===== src/rtl/bip_control_unit.sv =====
// rtl/bip_control_unit.sv - BIP accumulator processor control unit with fetch/decode pipeline
//
// Two-stage registered fetch/decode control unit for the BIP accumulator machine.
// It fetches from program memory at PC, decodes the word held in IR into datapath
// strobes, and handles PC-relative branches with a one-bubble flush, a sticky halt
// and a stall input from slow data memory.
//
// Optional feature macro: BIP_BRANCH_EN
//   defined   - opcodes 01000..01100 (BEQ/BNE/BPL/BMI/BRA) are decoded as branches
//   undefined - those opcodes are NOPs, Z/N are ignored and PC only increments
//
// Parameters:
//   PC_W        program counter width (program space 2^PC_W words)
//   OPERAND_W   operand field width (instruction is 5+OPERAND_W bits)
//
// Ports:
//   CLK          in   clock, rising edge
//   RESET_N      in   asynchronous active-low reset
//   INSTRUCTION  in   program word at address PC, opcode in the top 5 bits
//   Z, N         in   accumulator zero / negative flags
//   STALL        in   data memory not ready, freezes the unit
//   PC           out  fetch address
//   OPERAND      out  operand field of the instruction in decode
//   SEL_A        out  accumulator source: 00 RAM, 01 immediate, 10 ALU
//   SEL_B        out  ALU B source: 0 RAM, 1 immediate
//   OP           out  ALU op: 0 add, 1 subtract
//   WR_ACC       out  accumulator write enable
//   WR_RAM       out  data RAM write enable
//   RD_RAM       out  data RAM read enable
//   HALTED       out  sticky halt indicator

module bip_control_unit #(
    parameter int PC_W      = 11,
    parameter int OPERAND_W = 11
) (
    input  logic                   CLK,
    input  logic                   RESET_N,
    input  logic [4+OPERAND_W:0]   INSTRUCTION,
    input  logic                   Z,
    input  logic                   N,
    input  logic                   STALL,
    output logic [PC_W-1:0]        PC,
    output logic [OPERAND_W-1:0]   OPERAND,
    output logic [1:0]             SEL_A,
    output logic                   SEL_B,
    output logic                   OP,
    output logic                   WR_ACC,
    output logic                   WR_RAM,
    output logic                   RD_RAM,
    output logic                   HALTED
);

    localparam int IW = 5 + OPERAND_W;

    localparam logic [4:0] OPC_HLT  = 5'b00000;
    localparam logic [4:0] OPC_STO  = 5'b00001;
    localparam logic [4:0] OPC_LD   = 5'b00010;
    localparam logic [4:0] OPC_LDI  = 5'b00011;
    localparam logic [4:0] OPC_ADD  = 5'b00100;
    localparam logic [4:0] OPC_ADDI = 5'b00101;
    localparam logic [4:0] OPC_SUB  = 5'b00110;
    localparam logic [4:0] OPC_SUBI = 5'b00111;
    localparam logic [4:0] OPC_BEQ  = 5'b01000;
    localparam logic [4:0] OPC_BNE  = 5'b01001;
    localparam logic [4:0] OPC_BPL  = 5'b01010;
    localparam logic [4:0] OPC_BMI  = 5'b01011;
    localparam logic [4:0] OPC_BRA  = 5'b01100;

    logic [PC_W-1:0] pc_q, pc_d;
    logic [IW-1:0]   ir_q, ir_d;
    logic [PC_W-1:0] ir_pc_q, ir_pc_d;
    logic            ir_valid_q, ir_valid_d;
    logic            halted_q, halted_d;

    logic [4:0]      opcode;
    logic            active;
    logic            halt_req;
    logic            taken;
    logic [PC_W-1:0] offset;
    logic [PC_W-1:0] target;

    assign opcode = ir_q[IW-1 -: 5];
    assign active = ir_valid_q && !halted_q;

    // Branch offset: sign-extend a narrow operand, truncate a wide one.
    generate
        if (OPERAND_W >= PC_W) begin : g_off_trunc
            assign offset = ir_q[PC_W-1:0];
        end else begin : g_off_sext
            assign offset = {{(PC_W-OPERAND_W){ir_q[OPERAND_W-1]}}, ir_q[OPERAND_W-1:0]};
        end
    endgenerate

    assign target   = ir_pc_q + offset;
    assign halt_req = active && (opcode == OPC_HLT);

`ifdef BIP_BRANCH_EN
    always_comb begin
        taken = 1'b0;
        if (active) begin
            case (opcode)
                OPC_BEQ: taken = Z;
                OPC_BNE: taken = !Z;
                OPC_BPL: taken = !N;
                OPC_BMI: taken = N;
                OPC_BRA: taken = 1'b1;
                default: taken = 1'b0;
            endcase
        end
    end
`else
    assign taken = 1'b0;
    logic unused_flags;
    assign unused_flags = Z ^ N;
`endif

    // Next state: everything holds while stalled or halted. A halt edge does not
    // fetch, so PC stays at the address after the HLT. A taken branch still loads
    // IR but marks it invalid, which turns the wrong-path word into a bubble.
    always_comb begin
        pc_d       = pc_q;
        ir_d       = ir_q;
        ir_pc_d    = ir_pc_q;
        ir_valid_d = ir_valid_q;
        halted_d   = halted_q;
        if (!STALL && !halted_q) begin
            if (halt_req) begin
                halted_d = 1'b1;
            end else begin
                pc_d       = taken ? target : (pc_q + PC_W'(1));
                ir_d       = INSTRUCTION;
                ir_pc_d    = pc_q;
                ir_valid_d = !taken;
            end
        end
    end

    always_ff @(posedge CLK or negedge RESET_N) begin
        if (!RESET_N) begin
            pc_q       <= '0;
            ir_q       <= '0;
            ir_pc_q    <= '0;
            ir_valid_q <= 1'b0;
            halted_q   <= 1'b0;
        end else begin
            pc_q       <= pc_d;
            ir_q       <= ir_d;
            ir_pc_q    <= ir_pc_d;
            ir_valid_q <= ir_valid_d;
            halted_q   <= halted_d;
        end
    end

    logic [1:0] sel_a_dec;
    logic       sel_b_dec, op_dec, wr_acc_dec, wr_ram_dec, rd_ram_dec;

    always_comb begin
        sel_a_dec  = 2'b00;
        sel_b_dec  = 1'b0;
        op_dec     = 1'b0;
        wr_acc_dec = 1'b0;
        wr_ram_dec = 1'b0;
        rd_ram_dec = 1'b0;
        if (active) begin
            case (opcode)
                OPC_STO: wr_ram_dec = 1'b1;
                OPC_LD: begin
                    sel_a_dec  = 2'b00;
                    rd_ram_dec = 1'b1;
                    wr_acc_dec = 1'b1;
                end
                OPC_LDI: begin
                    sel_a_dec  = 2'b01;
                    wr_acc_dec = 1'b1;
                end
                OPC_ADD, OPC_SUB: begin
                    sel_a_dec  = 2'b10;
                    op_dec     = opcode[1];
                    rd_ram_dec = 1'b1;
                    wr_acc_dec = 1'b1;
                end
                OPC_ADDI, OPC_SUBI: begin
                    sel_a_dec  = 2'b10;
                    sel_b_dec  = 1'b1;
                    op_dec     = opcode[1];
                    wr_acc_dec = 1'b1;
                end
                default: ;
            endcase
        end
    end

    // Writes are held off while stalled so the instruction commits exactly once,
    // on the first cycle STALL is low; reads and selects stay up so data memory
    // keeps seeing the request.
    assign PC      = pc_q;
    assign OPERAND = ir_q[OPERAND_W-1:0];
    assign SEL_A   = sel_a_dec;
    assign SEL_B   = sel_b_dec;
    assign OP      = op_dec;
    assign WR_ACC  = wr_acc_dec && !STALL;
    assign WR_RAM  = wr_ram_dec && !STALL;
    assign RD_RAM  = rd_ram_dec;
    assign HALTED  = halted_q;

endmodule


===== config.mk =====
export PLATFORM = sky130hd
export DESIGN_NAME = bip_control_unit
export DESIGN_NICKNAME = d
export VERILOG_FILES = /design/src/rtl/bip_control_unit.sv
export SDC_FILE = /design/constraint.sdc
export NUM_CORES = 1
export LEC_CHECK = 0
export CAP_MARGIN = 20
export CORE_UTILIZATION = 47
export CTS_CLUSTER_SIZE = 30
export DETAILED_ROUTE_END_ITERATION = 8
export PLACE_DENSITY = 0.84
export SLEW_MARGIN = 40
export SYNTH_ARGS = -nofsm -noshare
export SYNTH_HDL_FRONTEND = slang
export SYNTH_SLANG_ARGS = --single-unit

===== constraint.sdc =====
create_clock -name CLK -period 3.3 [get_ports CLK]
set_clock_uncertainty 0.1 [all_clocks]
set_input_delay 0.495 -clock CLK [delete_from_list [all_inputs] [get_ports CLK]]
set_output_delay 0.495 -clock CLK [all_outputs]
set_load 0.005 [all_outputs]

# == Yosys cells after proc, flatten, opt, wreduce, memory -nomap -nowiden ==
# Cells that the tools add are included.
# totals
in_bits,21
regBits,29
elab_cells,39
output_inout_bits,30
# classes
n_addsub,1
mux,12
n_bitwise,1
reduce_logical,14
n_eq_ne,7
# op_table
operator,count
$eq A5 B3 Y1 const B,4
$add A11 B1 Y11 const B,1
$eq A5 B2 Y1 const B,2
$mux W1,10
$reduce_or A6 Y1,1
$eq A5 B1 Y1 const B,1
$logic_and A1 B1 Y1,5
$logic_not A5 Y1,1
$pmux W2 S2,1
$reduce_and A2 Y1,2
$reduce_or A4 Y1,1
$reduce_or A3 Y1,1
$logic_not A1 Y1,2
$mux W2,1
$reduce_or A2 Y1,1
$not A1 Y1,1

# == Depth between registers and ports, before layout ==
# Gate-level depths: netlist of the first run.
# logic_depth
depth_word,5
mapped_depth,5
depth_no_buf,4

# == Worst setup path before layout of the first run ==
# No wires, ideal clock.
# synth_timing
path_kind,in2reg
start,in STALL
end,reg ir_q[0]
slack_ns,1.605
setup_ns,0.125
path_buffers,1
arrival_time_ns,1.470
cell_stages,4
path_cell_list,or2_1 -> a21oi_2 -> buf_6 -> mux2_4
# synth_between
elab_chain_cells,3
# synth_rtl
item,line_no,source
start: declaration,41,"input logic STALL,"
$logic_not A1 Y1,126,if (!STALL && !halted_q) begin
$logic_and A1 B1 Y1,126,
$reduce_and A2 Y1 (no line),-,
end signal: assignment,147,ir_q <= ir_d;
end: declaration,70,"logic [IW-1:0] ir_q, ir_d;"
# Every way passes these cells.
# A chain may end at the register's enable or synchronous reset.

# == Worst setup path in the final report of the first run ==
# layout_timing
start,in STALL
end,out WR_RAM
# layout_between
elab_chain_cells,2
# layout_rtl
item,line_no,source
$logic_not A1 Y1,202,assign WR_RAM = wr_ram_dec && !STALL;
$logic_and A1 B1 Y1,202,
end: declaration,48,"output logic WR_RAM,"
# Every way passes these cells.

==> impl_metrics.csv, run 1 <==
group,metric,value,unit
outcome,outcome,"finished clean",
worst_hold_path,hold_path_class,"reg2reg",
clock_network,ctsHoldBuffers,0,
yosys,yosysWarnings,0,
clock_network,clock_sinks,29,
timing,worst_pin_slew,648,ps
routing,wl_per_cell,15.2,um
yosys,synth_compound_area_share,2.64,%
layout,fin_area,1870,sq um
yosys,synth_fa_ha_area_share,0.909,%
floorplan,rows,19,
yosys,synth_top_area_share,52.7,%
routing,dr.pass1.iters,4,
floorplan,die_h,56.1,um
placed_design,placed_area,1810,sq um
floorplan,core_area,2760,sq um
global_routing,grt_max_degree,30,
yosys,synthXorXnorAreaFrac,6.36,%
routing,antenna_left,0,
clock_network,post_cts_buffers,0,
critical_path,path_class,"in2out",
yosys,synth_top_cell_by_area,"dfrtp_1",
timing,slew_viol_final,0,
routing,via_count,951,
layout,area_growth_syn_to_layout,35.7,%
timing,final-setup-viol-count,0,
timing,fin_ws,782,ps
power_and_ir_drop,vdd.ir_drop.worst,487,uV
yosys,synth_cell_types,24,
yosys,synth_area_leaders,"dfrtp_1 (53%), mux2_4 (11%), buf_4 (6.0%)",
timing,fmax,0.397,GHz
critical_path,path_max_fanout,3,
clock_network,cts_buffers,5,
yosys,yosysSeqAreaShare,52.7,%
placed_design,port_buffers,48,
timing,fin_tns_setup,0,ps
power_and_ir_drop,powerDensity,815,nW/um^2
timing,finalHoldViolations,0,
critical_path,crit_required,2700,ps
yosys,ys_ff_latch,29,
critical_path,cp-end-kind,"output port",
placed_design,dp_slack,674,ps
power_and_ir_drop,p_leak,0.796,nW
yosys,synthSimpleGateAreaFrac,14.7,%
yosys,synth_top_family_by_area,"multiplexers",
global_routing,grt_pass1_wl,4680,um
global_routing,grt_overflow,0,
clock_network,clock_latency,330,ps
yosys,syn-num-nets,129,
layout,num-nets-final,174,
yosys,synth.mux.area_fraction,15.0,%
global_routing,antenna_found_initial,0,
floorplan,fp.dieW,56.1,um
layout,n_antenna_cell,0,
critical_path,start_kind,"primary input",
timing,worst_hold_slack,374,ps
power_and_ir_drop,p_total,0.00152,W
placed_design,place_congestion,0.825,
clock_network,clk_pin_slew,80,ps
global_routing,grt_use_total,19.8,%
timing,relSlewSlack,56.8,%
yosys,syn_avg_cell_area,12.9,sq um
clock_network,ctsHtreeMaxLevel,2,
layout,layout-drive-gt1-share,15.8,%
routing,drt-initial-drc-count,10,
routing,drc,0,
routing,vias_per_cell,5.20,
floorplan,io_pins,51,
global_routing,grt_pass1_vias,1001,
yosys,synth_area,1380,sq um
yosys,postSynthCellCount,107,
critical_path,cp.arrival,1920,ps
placed_design,place_hpwl,1980,um
clock_network,cts_resized,0,
clock_network,cts-root-buf,"clkbuf_4",
timing,rsz0062_at_grt,"no",
clock_network,tritoncts,"built",
clock_network,clock_path_buffers,2,
timing,min_period,2520,ps
timing,finalCritPeriodShare,76.3,%
floorplan,start_util,49.9,%
floorplan,dieArea,3150,sq um
routing,wirelength,2780,um
run,drv_cap,0,
report_power, final:
part	total, W	switching, W	internal, W
sequential	0.000650	0.000152	0.000498
combinational	0.000650	0.000214	0.000436
clock	0.000222	0.000121	0.000100
total	0.00152	0.000487	0.00103
sequential cells by signal, summed over array words and instances, names as in the netlist:
| signal | cells |
|---|---|
| HALTED | 1 |
| PC | 11 |
| ir_q | 16 |
| ir_valid_q | 1 |
per-stage QoR:
step	util (%)	std cells
6_report	67.7	183
5_1_grt	67.7	183
4_1_cts	67.7	183
3_5_place_dp	65.7	176
3_3_place_gp	65.7	176
2_1_floorplan	-	107
critical path, stage by stage:
cell             delay [ps]
clkdlybuf4s50_1         450
nor4_1                  270
and3_1                  210
clkdlybuf4s50_1         500
Yosys cell counts (all sizes together):
master   n
a21oi    1
a21o     1
nor4     1
nor4b    2
dfrtp   29
nand4    8
nor3     3
nor2     3
o21bai   1
and3     3
xnor2    9
ha       1
nand2b   2
or2      1
nand2   10
xor2     1
buf     13
mux2    15
a211oi   1
and2     2
cell usage in the layout (no fill, tap or decap):
| master | Yosys | final |
|---|---|---|
| clkdlybuf4s50_1 | 0 | 48 |
| dfrtp_1 | 29 | 29 |
| nand2_1 | 10 | 10 |
| mux2_4 | 10 | 10 |
| xnor2_1 | 9 | 9 |
| nand4_1 | 8 | 8 |
| clkbuf_4 | 0 | 5 |
| nor2_1 | 3 | 3 |
| and3_1 | 3 | 3 |
| nor3_1 | 3 | 3 |
| mux2_1 | 3 | 3 |
| buf_4 | 11 | 3 |
| and2_1 | 2 | 2 |
| nand2b_1 | 2 | 2 |
| mux2_2 | 2 | 2 |
| nor4b_1 | 1 | 1 |
| nor4_1 | 1 | 1 |
| o21bai_1 | 1 | 1 |
| nor4b_4 | 1 | 1 |
| or2_1 | 1 | 1 |
| a21oi_2 | 1 | 1 |
| a21o_1 | 1 | 1 |
| a211oi_2 | 1 | 1 |
| xor2_1 | 1 | 1 |
| ha_1 | 1 | 1 |
| clkbuf_8 | 0 | 1 |
| clkbuf_1 | 0 | 1 |
metal layers:
metal | GRT usage (%) | vias to the layer above | routed length (um)
met4 | 9.41 | 0 | 57
met2 | 33.5 | 21 | 1430
li1 | - | 453 | -
met3 | 5.35 | 7 | 111
met1 | 23.2 | 470 | 1180
met5 | 0 | - | 0
path summary, 6_finish.rpt:
| path | start | end | slack [ps] | depth (start not counted) |
|---|---|---|---|---|
| max | STALL | WR_RAM | 780 | 4 |
| min | PC[10] | PC[10] | 370 | 1 |
| max reg2reg | HALTED | ir_q[1] | 1150 | 4 |
| min reg2reg | PC[10] | PC[10] | 370 | 1 |
| max in group asynchronous | RESET_N | ir_q[1] | 2380 | 2 |
| min in group asynchronous | RESET_N | ir_q[10] | 440 | 2 |
kinds of logic after synthesis:
family / Yosys count
AO/OA/AOI/OAI: 4
XOR/XNOR: 10
adder cells (fa/ha/maj): 1
buffers and inverters: 13
flip-flops: 29
multiplexers: 15
AND/OR/NAND/NOR: 35
cell type report:
type	count	area (sq um)
fill	200	890
sequential	29	726
multi-input combinational	65	546
timing repair buffer	51	503
clock buffer	7	55.1
tap	31	38.8
Power figures use the tool's default switching activity.
==> inputs of run 2 (changes only) <==
CORE_UTILIZATION = 39   (was 47)
PLACE_DENSITY = 0.75   (was 0.84)
clock period = 2.12 ns   (was 3.3 ns; I/O delays follow)
==> impl_metrics.csv, run 2 (synthesized netlist as in run 1, its figures left out) <==
group,metric,value,unit
timing,relSlewSlack,72.7,%
global_routing,grt_pass1_wl,4910,um
power_and_ir_drop,combPwrFrac,46.7,%
layout,num-nets-final,185,
global_routing,grt_pass1_vias,1112,
layout,area_growth_syn_to_layout,44.0,%
power_and_ir_drop,p_leak,0.895,nW
power_and_ir_drop,powerDensity,1250,nW/um^2
critical_path,path_max_fanout,2,
run,drv_cap,0,
timing,finalHoldViolations,0,
layout,layout_common_cells,"clkdlybuf4s50_1 (40), dfrtp_1 (27), buf_4 (14)",
floorplan,core_area,3360,sq um
power_and_ir_drop,internal-power,0.00166,W
power_and_ir_drop,seq_power_share,40.2,%
placed_design,port_buffers,48,
timing,slew_viol_final,0,
timing,final-setup-viol-count,0,
clock_network,cts_buffers,5,
layout,layout-drive-gt1-share,27.4,%
power_and_ir_drop,vdd.ir_drop.worst,583,uV
power_and_ir_drop,p_total,0.00249,W
routing,drt-initial-drc-count,19,
clock_network,clock_latency,330,ps
global_routing,grt_max_degree,30,
outcome,outcome,"finished clean",
timing,worst_pin_slew,407,ps
critical_path,reg2reg_depth,5,
global_routing,antenna_found_initial,0,
floorplan,io_pins,51,
routing,wirelength,3000,um
global_routing,grt_overflow,0,
critical_path,start_kind,"flip-flop",
floorplan,dieArea,3770,sq um
routing,drc,0,
clock_network,ctsHtreeMaxLevel,2,
floorplan,fp.dieW,61.4,um
clock_network,tritoncts,"built",
timing,fmax,0.478,GHz
critical_path,cp-end-kind,"output port",
critical_path,cp.arrival,1670,ps
layout,regMostFlops,"ir_q",
routing,wl_per_cell,14.3,um
routing,dr.pass1.iters,4,
floorplan,rows,21,
power_and_ir_drop,netSwitchingFraction,33.2,%
timing,min_period,2090,ps
clock_network,clk_pin_slew,100,ps
placed_design,placed_area,1850,sq um
floorplan,start_util,40.9,%
critical_path,endpoint,"SEL_A[0]",
layout,fin_area,1980,sq um
layout,n_antenna_cell,0,
critical_path,path_class,"reg2out",
global_routing,grt_use_total,18.6,%
timing,finalCritPeriodShare,98.7,%
critical_path,crit_required,1700,ps
power_and_ir_drop,clkPwrFrac,13.1,%
routing,vias_per_cell,4.80,
clock_network,clock_path_buffers,2,
clock_network,clock_sinks,29,
clock_network,ctsHoldBuffers,0,
routing,antenna_left,0,
critical_path,startpoint,"ir_q[15]",
critical_path,worstReg2RegEnd,"PC[9]",
layout,largest_reg_flops,16,
critical_path,r2r-start,"HALTED",
power_and_ir_drop,p_sw,0.000826,W
worst_hold_path,hold_path_class,"in2async",
critical_path,r2r_setup_slack,280,ps
floorplan,die_h,61.4,um
routing,via_count,1009,
placed_design,place_congestion,0.770,
layout,final_common_cell,"clkdlybuf4s50_1",
placed_design,place_hpwl,2030,um
clock_network,cts-root-buf,"clkbuf_4",
==> run 2: worst max-delay path, stage by stage, from the launching register on <==
cell and delay, ps:
dfrtp_1 400, nor2_2 140, and2_1 160, nand2_1 100
nor4b_2 360, buf_2 170
==> run 2: cell type report <==
cell class	instances	area, sq um
Clock buffer	5	37.5
Timing Repair Buffer	62	576
Sequential cell	29	728
Multi-Input combinational cell	65	566
Clock inverter	3	17.5
Fill cell	300	1380
Tap cell	46	57.6
==> run 2: power by group through the flow <==
stage	clock, W	combinational (W)	sequential, W
after floorplan	0	0.000660	0.000973
after global placement	0	0.00104	0.000995
after detailed placement	0	0.00106	0.00100
after CTS	0.000339	0.00115	0.000994
after global routing	0.000368	0.00127	0.00104
final	0.000325	0.00116	0.000999
==> run 2: through the flow <==
stage	hold slack (ps)	util, %	setup WS [ps]	cells	TNS, ps
5_1_grt	265	58.9	-5.63	210	-5.63
6_report	251	58.9	28.1	210	0
3_3_place_gp	365	55.1	20.0	194	0
3_5_place_dp	371	55.1	-18.3	194	-18.3
2_1_floorplan	-77.6	-	457	107	0
4_1_cts	247	58.8	66.2	210	0
==> run 2: how the worst min path moves through the flow <==
| stage | start | to | cells past startpoint |
|---|---|---|---|
| after global routing | RESET_N | PC[0] | 2 |
| after detailed placement | PC[10] | PC[10] | 1 |
| final | RESET_N | PC[0] | 2 |
| after global placement | PC[10] | PC[10] | 1 |
| after floorplan | RESET_N | HALTED | 0 |
| after CTS | RESET_N | ir_q[8] | 2 |
==> run 2: timing repair <==
action / 4_1_cts / 5_1_grt
cloned: 0 / 0
pin swaps: 4 / 1
setup buffers: 8 / 0
endpoints found under the setup margin: 7 / 2
resized for setup: 12 / 6
==> run 2: routing by layer <==
| metal | share of wire [%] | track usage, % |
|---|---|---|
| met3 | 4.6 | 5.25 |
| met2 | 50 | 31.7 |
| met1 | 42 | 21.3 |
| met5 | 0 | 0 |
| met4 | 3.3 | 9.84 |
==> inputs of run 3 (changes only) <==
HOLD_SLACK_MARGIN = 0.05   (was unset)
==> results of run 3 <==
No change in the layout: final DEF, timing and power equal those of run 2.
